## src/rtl/median3x3_engine_pkg.sv

```systemverilog
// Shared types and helpers for the 3x3 median scan engine.
package median_pkg;
    localparam int PIX_W      = 8;
    localparam int ADDR_W     = 8;
    localparam int MED_STAGES = 3;

    typedef logic [PIX_W-1:0]  pix_t;
    typedef logic [ADDR_W-1:0] addr_t;

    typedef enum logic [1:0] {
        ST_IDLE,
        ST_SCAN,
        ST_DRAIN,
        ST_DONE
    } state_t;

    typedef struct packed {
        pix_t lo;
        pix_t hi;
    } pair_t;

    function automatic pair_t cmp_swap(input pix_t a, input pix_t b);
        pair_t p;
        if (a < b) begin
            p.lo = a;
            p.hi = b;
        end else begin
            p.lo = b;
            p.hi = a;
        end
        return p;
    endfunction
endpackage

```

## src/rtl/median3x3_engine_if.sv

```systemverilog
// Sliding-window read port and write-back port between the engine and image memory.
interface median3x3_engine_if;
    import median_pkg::*;

    logic  rd;
    addr_t addr_row_r;
    addr_t addr_col_r;
    pix_t  sw_pixel_1, sw_pixel_2, sw_pixel_3;
    pix_t  sw_pixel_4, sw_pixel_5, sw_pixel_6;
    pix_t  sw_pixel_7, sw_pixel_8, sw_pixel_9;
    logic  wr;
    addr_t addr_row_w;
    addr_t addr_col_w;
    pix_t  cl_pixel;

    modport master (
        output rd, addr_row_r, addr_col_r, wr, addr_row_w, addr_col_w, cl_pixel,
        input  sw_pixel_1, sw_pixel_2, sw_pixel_3, sw_pixel_4, sw_pixel_5,
               sw_pixel_6, sw_pixel_7, sw_pixel_8, sw_pixel_9
    );

    modport slave (
        input  rd, addr_row_r, addr_col_r, wr, addr_row_w, addr_col_w, cl_pixel,
        output sw_pixel_1, sw_pixel_2, sw_pixel_3, sw_pixel_4, sw_pixel_5,
               sw_pixel_6, sw_pixel_7, sw_pixel_8, sw_pixel_9
    );
endinterface

```

## src/rtl/median3x3_engine_med3_sort.sv

```systemverilog
// Combinational three-input sorter built from three compare-exchange cells.
module med3_sort
    import median_pkg::*;
(
    input  pix_t a,
    input  pix_t b,
    input  pix_t c,
    output pix_t lo,
    output pix_t mid,
    output pix_t hi
);
    pair_t p_ab;
    pair_t p_hc;
    pair_t p_lo;

    always_comb begin
        p_ab = cmp_swap(a, b);
        p_hc = cmp_swap(p_ab.hi, c);
        p_lo = cmp_swap(p_ab.lo, p_hc.lo);
    end

    assign lo  = p_lo.lo;
    assign mid = p_lo.hi;
    assign hi  = p_hc.hi;
endmodule

```

## src/rtl/median3x3_engine.sv

```systemverilog
// Frame scan controller plus 3-stage 3x3 median pipeline.
// state | meaning: IDLE wait start | SCAN one rd per cycle | DRAIN flush pipeline | DONE pulse done
module median3x3_engine
    import median_pkg::*;
#(
    parameter int IMG_W  = 256,
    parameter int IMG_H  = 256,
    parameter int RD_LAT = 1
) (
    input  logic                clk,
    input  logic                rst,
    input  logic                start,
    output logic                busy,
    output logic                done,
    median3x3_engine_if.master  mem
);
    localparam addr_t COL_LAST = addr_t'(IMG_W - 3);
    localparam addr_t ROW_LAST = addr_t'(IMG_H - 3);
    // Entries ahead of the wr register; together with wr the line is RD_LAT+3 deep.
    localparam int    DL       = RD_LAT + MED_STAGES - 1;

    state_t          state;
    logic [DL-1:0]   vld_d;
    addr_t           row_d [DL];
    addr_t           col_d [DL];

    pix_t win [9];
    pix_t s1_lo [3], s1_mid [3], s1_hi [3];
    pix_t r1_lo [3], r1_mid [3], r1_hi [3];
    pix_t s2_max, s2_med, s2_min;
    pix_t r2_max, r2_med, r2_min;
    pix_t s3_med;
    pix_t s2_unused [6];
    pix_t s3_unused [2];

    always_ff @(posedge clk or negedge rst) begin
        if (!rst) begin
            state          <= ST_IDLE;
            busy           <= 1'b0;
            done           <= 1'b0;
            mem.rd         <= 1'b0;
            mem.addr_row_r <= '0;
            mem.addr_col_r <= '0;
        end else begin
            case (state)
                ST_IDLE: begin
                    if (start) begin
                        state          <= ST_SCAN;
                        busy           <= 1'b1;
                        mem.rd         <= 1'b1;
                        mem.addr_row_r <= '0;
                        mem.addr_col_r <= '0;
                    end
                end
                ST_SCAN: begin
                    if (mem.addr_row_r == ROW_LAST && mem.addr_col_r == COL_LAST) begin
                        mem.rd <= 1'b0;
                        state  <= ST_DRAIN;
                    end else if (mem.addr_col_r == COL_LAST) begin
                        mem.addr_col_r <= '0;
                        mem.addr_row_r <= mem.addr_row_r + addr_t'(1);
                    end else begin
                        mem.addr_col_r <= mem.addr_col_r + addr_t'(1);
                    end
                end
                ST_DRAIN: begin
                    // Line empty means the last wr is on the port this cycle.
                    if (vld_d == '0) begin
                        state <= ST_DONE;
                        done  <= 1'b1;
                    end
                end
                ST_DONE: begin
                    done  <= 1'b0;
                    busy  <= 1'b0;
                    state <= ST_IDLE;
                end
                default: state <= ST_IDLE;
            endcase
        end
    end

    always_ff @(posedge clk or negedge rst) begin
        if (!rst) begin
            vld_d          <= '0;
            for (int i = 0; i < DL; i++) begin
                row_d[i] <= '0;
                col_d[i] <= '0;
            end
            mem.wr         <= 1'b0;
            mem.addr_row_w <= '0;
            mem.addr_col_w <= '0;
            mem.cl_pixel   <= '0;
        end else begin
            vld_d    <= {vld_d[DL-2:0], mem.rd};
            row_d[0] <= mem.addr_row_r;
            col_d[0] <= mem.addr_col_r;
            for (int i = 1; i < DL; i++) begin
                row_d[i] <= row_d[i-1];
                col_d[i] <= col_d[i-1];
            end
            mem.wr <= vld_d[DL-1];
            if (vld_d[DL-1]) begin
                mem.addr_row_w <= row_d[DL-1] + addr_t'(1);
                mem.addr_col_w <= col_d[DL-1] + addr_t'(1);
                mem.cl_pixel   <= s3_med;
            end
        end
    end

    assign win = '{mem.sw_pixel_1, mem.sw_pixel_2, mem.sw_pixel_3,
                   mem.sw_pixel_4, mem.sw_pixel_5, mem.sw_pixel_6,
                   mem.sw_pixel_7, mem.sw_pixel_8, mem.sw_pixel_9};

    for (genvar g = 0; g < 3; g++) begin : g_row
        med3_sort u_row_sort (
            .a(win[3*g]), .b(win[3*g+1]), .c(win[3*g+2]),
            .lo(s1_lo[g]), .mid(s1_mid[g]), .hi(s1_hi[g])
        );
    end

    med3_sort u_lo_sort (
        .a(r1_lo[0]), .b(r1_lo[1]), .c(r1_lo[2]),
        .lo(s2_unused[0]), .mid(s2_unused[1]), .hi(s2_max)
    );
    med3_sort u_mid_sort (
        .a(r1_mid[0]), .b(r1_mid[1]), .c(r1_mid[2]),
        .lo(s2_unused[2]), .mid(s2_med), .hi(s2_unused[3])
    );
    med3_sort u_hi_sort (
        .a(r1_hi[0]), .b(r1_hi[1]), .c(r1_hi[2]),
        .lo(s2_min), .mid(s2_unused[4]), .hi(s2_unused[5])
    );
    med3_sort u_final_sort (
        .a(r2_max), .b(r2_med), .c(r2_min),
        .lo(s3_unused[0]), .mid(s3_med), .hi(s3_unused[1])
    );

    always_ff @(posedge clk or negedge rst) begin
        if (!rst) begin
            for (int i = 0; i < 3; i++) begin
                r1_lo[i]  <= '0;
                r1_mid[i] <= '0;
                r1_hi[i]  <= '0;
            end
            r2_max <= '0;
            r2_med <= '0;
            r2_min <= '0;
        end else begin
            for (int i = 0; i < 3; i++) begin
                r1_lo[i]  <= s1_lo[i];
                r1_mid[i] <= s1_mid[i];
                r1_hi[i]  <= s1_hi[i];
            end
            r2_max <= s2_max;
            r2_med <= s2_med;
            r2_min <= s2_min;
        end
    end
endmodule
```

## src/flat_wrapper.sv

```systemverilog
// flat-port wrapper written by rule: the top's interface ports become plain ports
module median3x3_engine_flat import median_pkg::*;
#(
    parameter int IMG_W  = 256,
    parameter int IMG_H  = 256,
    parameter int RD_LAT = 1
)
  (clk, rst, start, busy, done, mem_rd, mem_addr_row_r, mem_addr_col_r, mem_wr, mem_addr_row_w, mem_addr_col_w, mem_cl_pixel, mem_sw_pixel_1, mem_sw_pixel_2, mem_sw_pixel_3, mem_sw_pixel_4, mem_sw_pixel_5, mem_sw_pixel_6, mem_sw_pixel_7, mem_sw_pixel_8, mem_sw_pixel_9);
  median3x3_engine_if mem_i ();
  input  logic clk;
  input  logic rst;
  input  logic start;
  output logic busy;
  output logic done;
  output wire logic [$bits(mem_i.rd)-1:0] mem_rd;
  output wire logic [$bits(mem_i.addr_row_r)-1:0] mem_addr_row_r;
  output wire logic [$bits(mem_i.addr_col_r)-1:0] mem_addr_col_r;
  output wire logic [$bits(mem_i.wr)-1:0] mem_wr;
  output wire logic [$bits(mem_i.addr_row_w)-1:0] mem_addr_row_w;
  output wire logic [$bits(mem_i.addr_col_w)-1:0] mem_addr_col_w;
  output wire logic [$bits(mem_i.cl_pixel)-1:0] mem_cl_pixel;
  input wire logic [$bits(mem_i.sw_pixel_1)-1:0] mem_sw_pixel_1;
  input wire logic [$bits(mem_i.sw_pixel_2)-1:0] mem_sw_pixel_2;
  input wire logic [$bits(mem_i.sw_pixel_3)-1:0] mem_sw_pixel_3;
  input wire logic [$bits(mem_i.sw_pixel_4)-1:0] mem_sw_pixel_4;
  input wire logic [$bits(mem_i.sw_pixel_5)-1:0] mem_sw_pixel_5;
  input wire logic [$bits(mem_i.sw_pixel_6)-1:0] mem_sw_pixel_6;
  input wire logic [$bits(mem_i.sw_pixel_7)-1:0] mem_sw_pixel_7;
  input wire logic [$bits(mem_i.sw_pixel_8)-1:0] mem_sw_pixel_8;
  input wire logic [$bits(mem_i.sw_pixel_9)-1:0] mem_sw_pixel_9;
  assign mem_rd = mem_i.rd;
  assign mem_addr_row_r = mem_i.addr_row_r;
  assign mem_addr_col_r = mem_i.addr_col_r;
  assign mem_wr = mem_i.wr;
  assign mem_addr_row_w = mem_i.addr_row_w;
  assign mem_addr_col_w = mem_i.addr_col_w;
  assign mem_cl_pixel = mem_i.cl_pixel;
  assign mem_i.sw_pixel_1 = mem_sw_pixel_1;
  assign mem_i.sw_pixel_2 = mem_sw_pixel_2;
  assign mem_i.sw_pixel_3 = mem_sw_pixel_3;
  assign mem_i.sw_pixel_4 = mem_sw_pixel_4;
  assign mem_i.sw_pixel_5 = mem_sw_pixel_5;
  assign mem_i.sw_pixel_6 = mem_sw_pixel_6;
  assign mem_i.sw_pixel_7 = mem_sw_pixel_7;
  assign mem_i.sw_pixel_8 = mem_sw_pixel_8;
  assign mem_i.sw_pixel_9 = mem_sw_pixel_9;
  median3x3_engine #(.IMG_W(IMG_W), .IMG_H(IMG_H), .RD_LAT(RD_LAT)) u_core (.clk(clk), .rst(rst), .start(start), .busy(busy), .done(done), .mem(mem_i));
endmodule
```

## config.mk

```make
export PLATFORM = sky130hd
export DESIGN_NAME = median3x3_engine_flat
export DESIGN_NICKNAME = d
export VERILOG_FILES = /design/src/rtl/median3x3_engine_pkg.sv /design/src/rtl/median3x3_engine_if.sv /design/src/rtl/median3x3_engine_med3_sort.sv /design/src/rtl/median3x3_engine.sv /design/src/flat_wrapper.sv
export SDC_FILE = /design/constraint.sdc
export NUM_CORES = 1
export LEC_CHECK = 0
export BUFFER_PORTS_ARGS = -buffer_cell sky130_fd_sc_hd__buf_2
export CORE_MARGIN = 4
export CORE_UTILIZATION = 40
export DETAILED_ROUTE_END_ITERATION = 10
export GPL_ROUTABILITY_DRIVEN = 0
export HOLD_SLACK_MARGIN = 0.15
export SYNTH_ARGS = -nofsm -noshare
export SYNTH_HDL_FRONTEND = slang
export SYNTH_HIERARCHICAL = 1
export SYNTH_SLANG_ARGS = --single-unit
```

## constraint.sdc

```tcl
create_clock -name clk -period 9.3 [get_ports clk]
set_input_delay 0.465 -clock clk [delete_from_list [all_inputs] [get_ports clk]]
set_output_delay 0.465 -clock clk [all_outputs]
set_load 0.01 [all_outputs]
```

==> flow_summary.yaml <==
critical_path:
  reg2reg_from: "u_core/r1_hi[22]"
  cp-end-kind: "flip-flop"
  worstPathMaxFanout: 23
  worstPathArrival_ns: 6.50
  crit_slowest_cell: "o31ai_4"
  crit_buf_inv: 0
  cp_top_family: "compound AO/OA/AOI/OAI gates"
  crit_chain: "ha_1 -> nand4_1 -> o31ai_4 -> o21ai_0 -> ha_1 -> nand2_1 -> nor2_1 -> a211oi_1 -> a21boi_0 -> o21ai_4 -> mux2i_1 -> ha_1 -> a21o_1 -> a21o_1 -> a211oi_1 -> nand2b_1 -> a2111oi_4 -> nor2_4 -> mux2_1"
  crit_type: "flip-flop to flip-flop"
  r2r_slack_ns: 3.11
  critPathMostFrequentCell: "ha_1"
  slowest_delay_ns: 0.89
  ff2ff_path_depth: 19
  worstPathRequired_ns: 9.60
  r2r_end: "u_core/r2_min[0]"
  critPathLaunchType: "flip-flop"
detailed_routing:
  ant_nets: 0
  viasPerCell: 5.02
  via_count: 8986
  met3WireLength_um: 743
  wl_met1_mm: 13.1
  drt_iter0_drc: 438
  route.detailed.drc: 0
  wl_per_cell_um: 15.5
  wl_met2_mm: 13.7
  firstDrtPassIters: 5
  highest_layer: "met4"
  drt-total-wl_mm: 27.7
synthesis:
  synth_area_um2: 13000
  ys_warn_count: 6
  syn_inst: 1239
  syn_avg_cell_area_um2: 10.5
  syn_nets: 1464
floorplanning:
  core-area_um2: 31900
  num_rows: 65
  initial_core_util_pct: 40.9
  die_x_um: 189
  die_area_um2: 35600
  die_y_um: 189
  ios: 119
sta:
  finalSetupViolCount: 0
  clock_skew_ns: 0.0196
  tns_ns: 0
  drv_slew: 0
  fin_crit_ns: 6.19
  worst_slew_pin_slew_ns: 1.02
  clock.fmax_mhz: 162
  hold_viol: 0
  relSlewSlack_pct: 32.0
  rsz0062_at_grt: "no"
  post-route-period-util_pct: 66.6
finish:
  n_antenna_cell: 0
  multi_input_area_um2: 7350
  seqCellArea_um2: 4830
  stdcell_area_um2: 14600
  final_common_cell: "dfrtp_1"
  drive_above_1_share_pct: 18.2
  layout_common_cells: "193 x dfrtp_1, 164 x inv_1, 151 x mux2i_1, 150 x ha_1, 117 x buf_2"
  fillers: 3066
  fin_nets: 1568
  synthToLayoutAreaGrowth_pct: 11.9
  fin_cells: 1791
power_and_ir_drop:
  vdd_drop_max_mv: 0.233
  intPower_mw: 2.99
  swShare_pct: 44.8
  power_density_nw_per_um2: 372
  clockPowerShare_pct: 14.4
  comb_power_share_pct: 61.8
  share_seq_of_total_power_pct: 23.8
  p_sw_mw: 2.43
  leakagePower_nw: 7.38
  total_power_mw: 5.43
place:
  hpwlAfterDp_mm: 22.3
  port-buffer-count: 118
  dp.cells: 1759
  place_area_um2: 13900
cts:
  cts-root-buf: "clkbuf_16"
  cts.sinks: 193
  cts_setup_buffers: 0
  clk_latency_ns: 0.45
  clk_pin_slew_ns: 0.08
  cts_buffer_depth: 2
  cts_tree: "built"
  hold_buffers: 0
  post_cts_resized: 0
  cts-buffers-inserted: 17
  htree_levels: 4
grt:
  grt_pass1_vias: 9016
  grt_first_pass_wirelength_mm: 46.0
  grt_max_degree: 112
  grt-ovfl-total: 0
  antenna_found_initial: 0
  grt_usage_pct: 15.8
job:
  max-cap-violations: 0
worst_hold_path:
  hold_class: "input port to asynchronous set/reset pin"
status:
  outcome: "finished, final reports clean"
==> per-stage QoR <==
step | hold WS [ns] | worst slack (ns) | utilization (%)
after floorplan | 0.169 | 3.83 | -
after global placement | 0.331 | 2.80 | 43.8
after detailed placement | 0.335 | 2.70 | 43.8
after CTS | 0.173 | 3.07 | 45.8
after global routing | 0.221 | 2.64 | 45.8
final | 0.134 | 3.11 | 45.8
==> how the worst max path moves through the flow <==
stage | cells after the start | start | slack [ns] | end
final | 19 | u_core/r1_hi[22] | 3.11 | u_core/r2_min[0]
after CTS | 19 | u_core/r1_hi[23] | 3.07 | u_core/r2_min[0]
after floorplan | 22 | mem_sw_pixel_8[7] | 3.83 | u_core/r1_lo[0]
after global routing | 19 | u_core/r1_hi[21] | 2.64 | u_core/r2_min[0]
after detailed placement | 20 | mem_sw_pixel_5[6] | 2.70 | u_core/r1_lo[13]
after global placement | 21 | mem_sw_pixel_8[6] | 2.80 | u_core/r1_lo[0]
==> worst register-to-register path, cell delays in order (launching register included) <==
cell and delay, ns:
dfrtp_1 0.44, ha_1 0.33, nand4_1 0.15, o31ai_4 0.89, o21ai_0 0.39, ha_1 0.41
nand2_1 0.07, nor2_1 0.04, a211oi_1 0.28, a21boi_0 0.64, o21ai_4 0.25, mux2i_1 0.28
ha_1 0.29, a21o_1 0.18, a21o_1 0.17, a211oi_1 0.33, nand2b_1 0.14, a2111oi_4 0.26
nor2_4 0.14, mux2_1 0.39
==> layout make-up <==
type	count	area share, %
Multi-Input combinational cell	847	50.3
Tap cell	435	3.73
Inverter	164	4.22
Clock inverter	15	1.53
Timing Repair Buffer	120	4.21
Clock buffer	17	2.91
Sequential cell	193	33.1
==> per-layer routing <==
| layer | vias up | global-route usage, % |
|---|---|---|
| li1 | 4573 | - |
| met3 | 13 | 2.41 |
| met5 | - | 0 |
| met1 | 4272 | 21.0 |
| met2 | 128 | 27.6 |
| met4 | 0 | 3.11 |
==> state kept, by name, summed over array words and instances (netlist names) <==
register,flops
u_core/busy,1
u_core/col_d,24
u_core/done,1
u_core/mem.addr_col_r,8
u_core/mem.addr_col_w,8
u_core/mem.addr_row_r,8
u_core/mem.addr_row_w,8
u_core/mem.cl_pixel,8
u_core/mem.rd,1
u_core/mem.wr,1
u_core/r1_hi,24
u_core/r1_lo,24
u_core/r1_mid,24
u_core/r2_max,8
u_core/r2_med,8
u_core/r2_min,8
u_core/row_d,24
u_core/state,2
u_core/vld_d,3
==> power groups by stage <==
stage,clock network (mW),logic (mW),registers (mW)
floorplan,0,2.86,1.25
finish,0.782,3.35,1.29
global placement,0,3.27,1.31
detailed placement,0,3.35,1.32
global route,0.838,3.76,1.32
CTS,0.806,3.38,1.30
(Power assumes the default switching activity.)
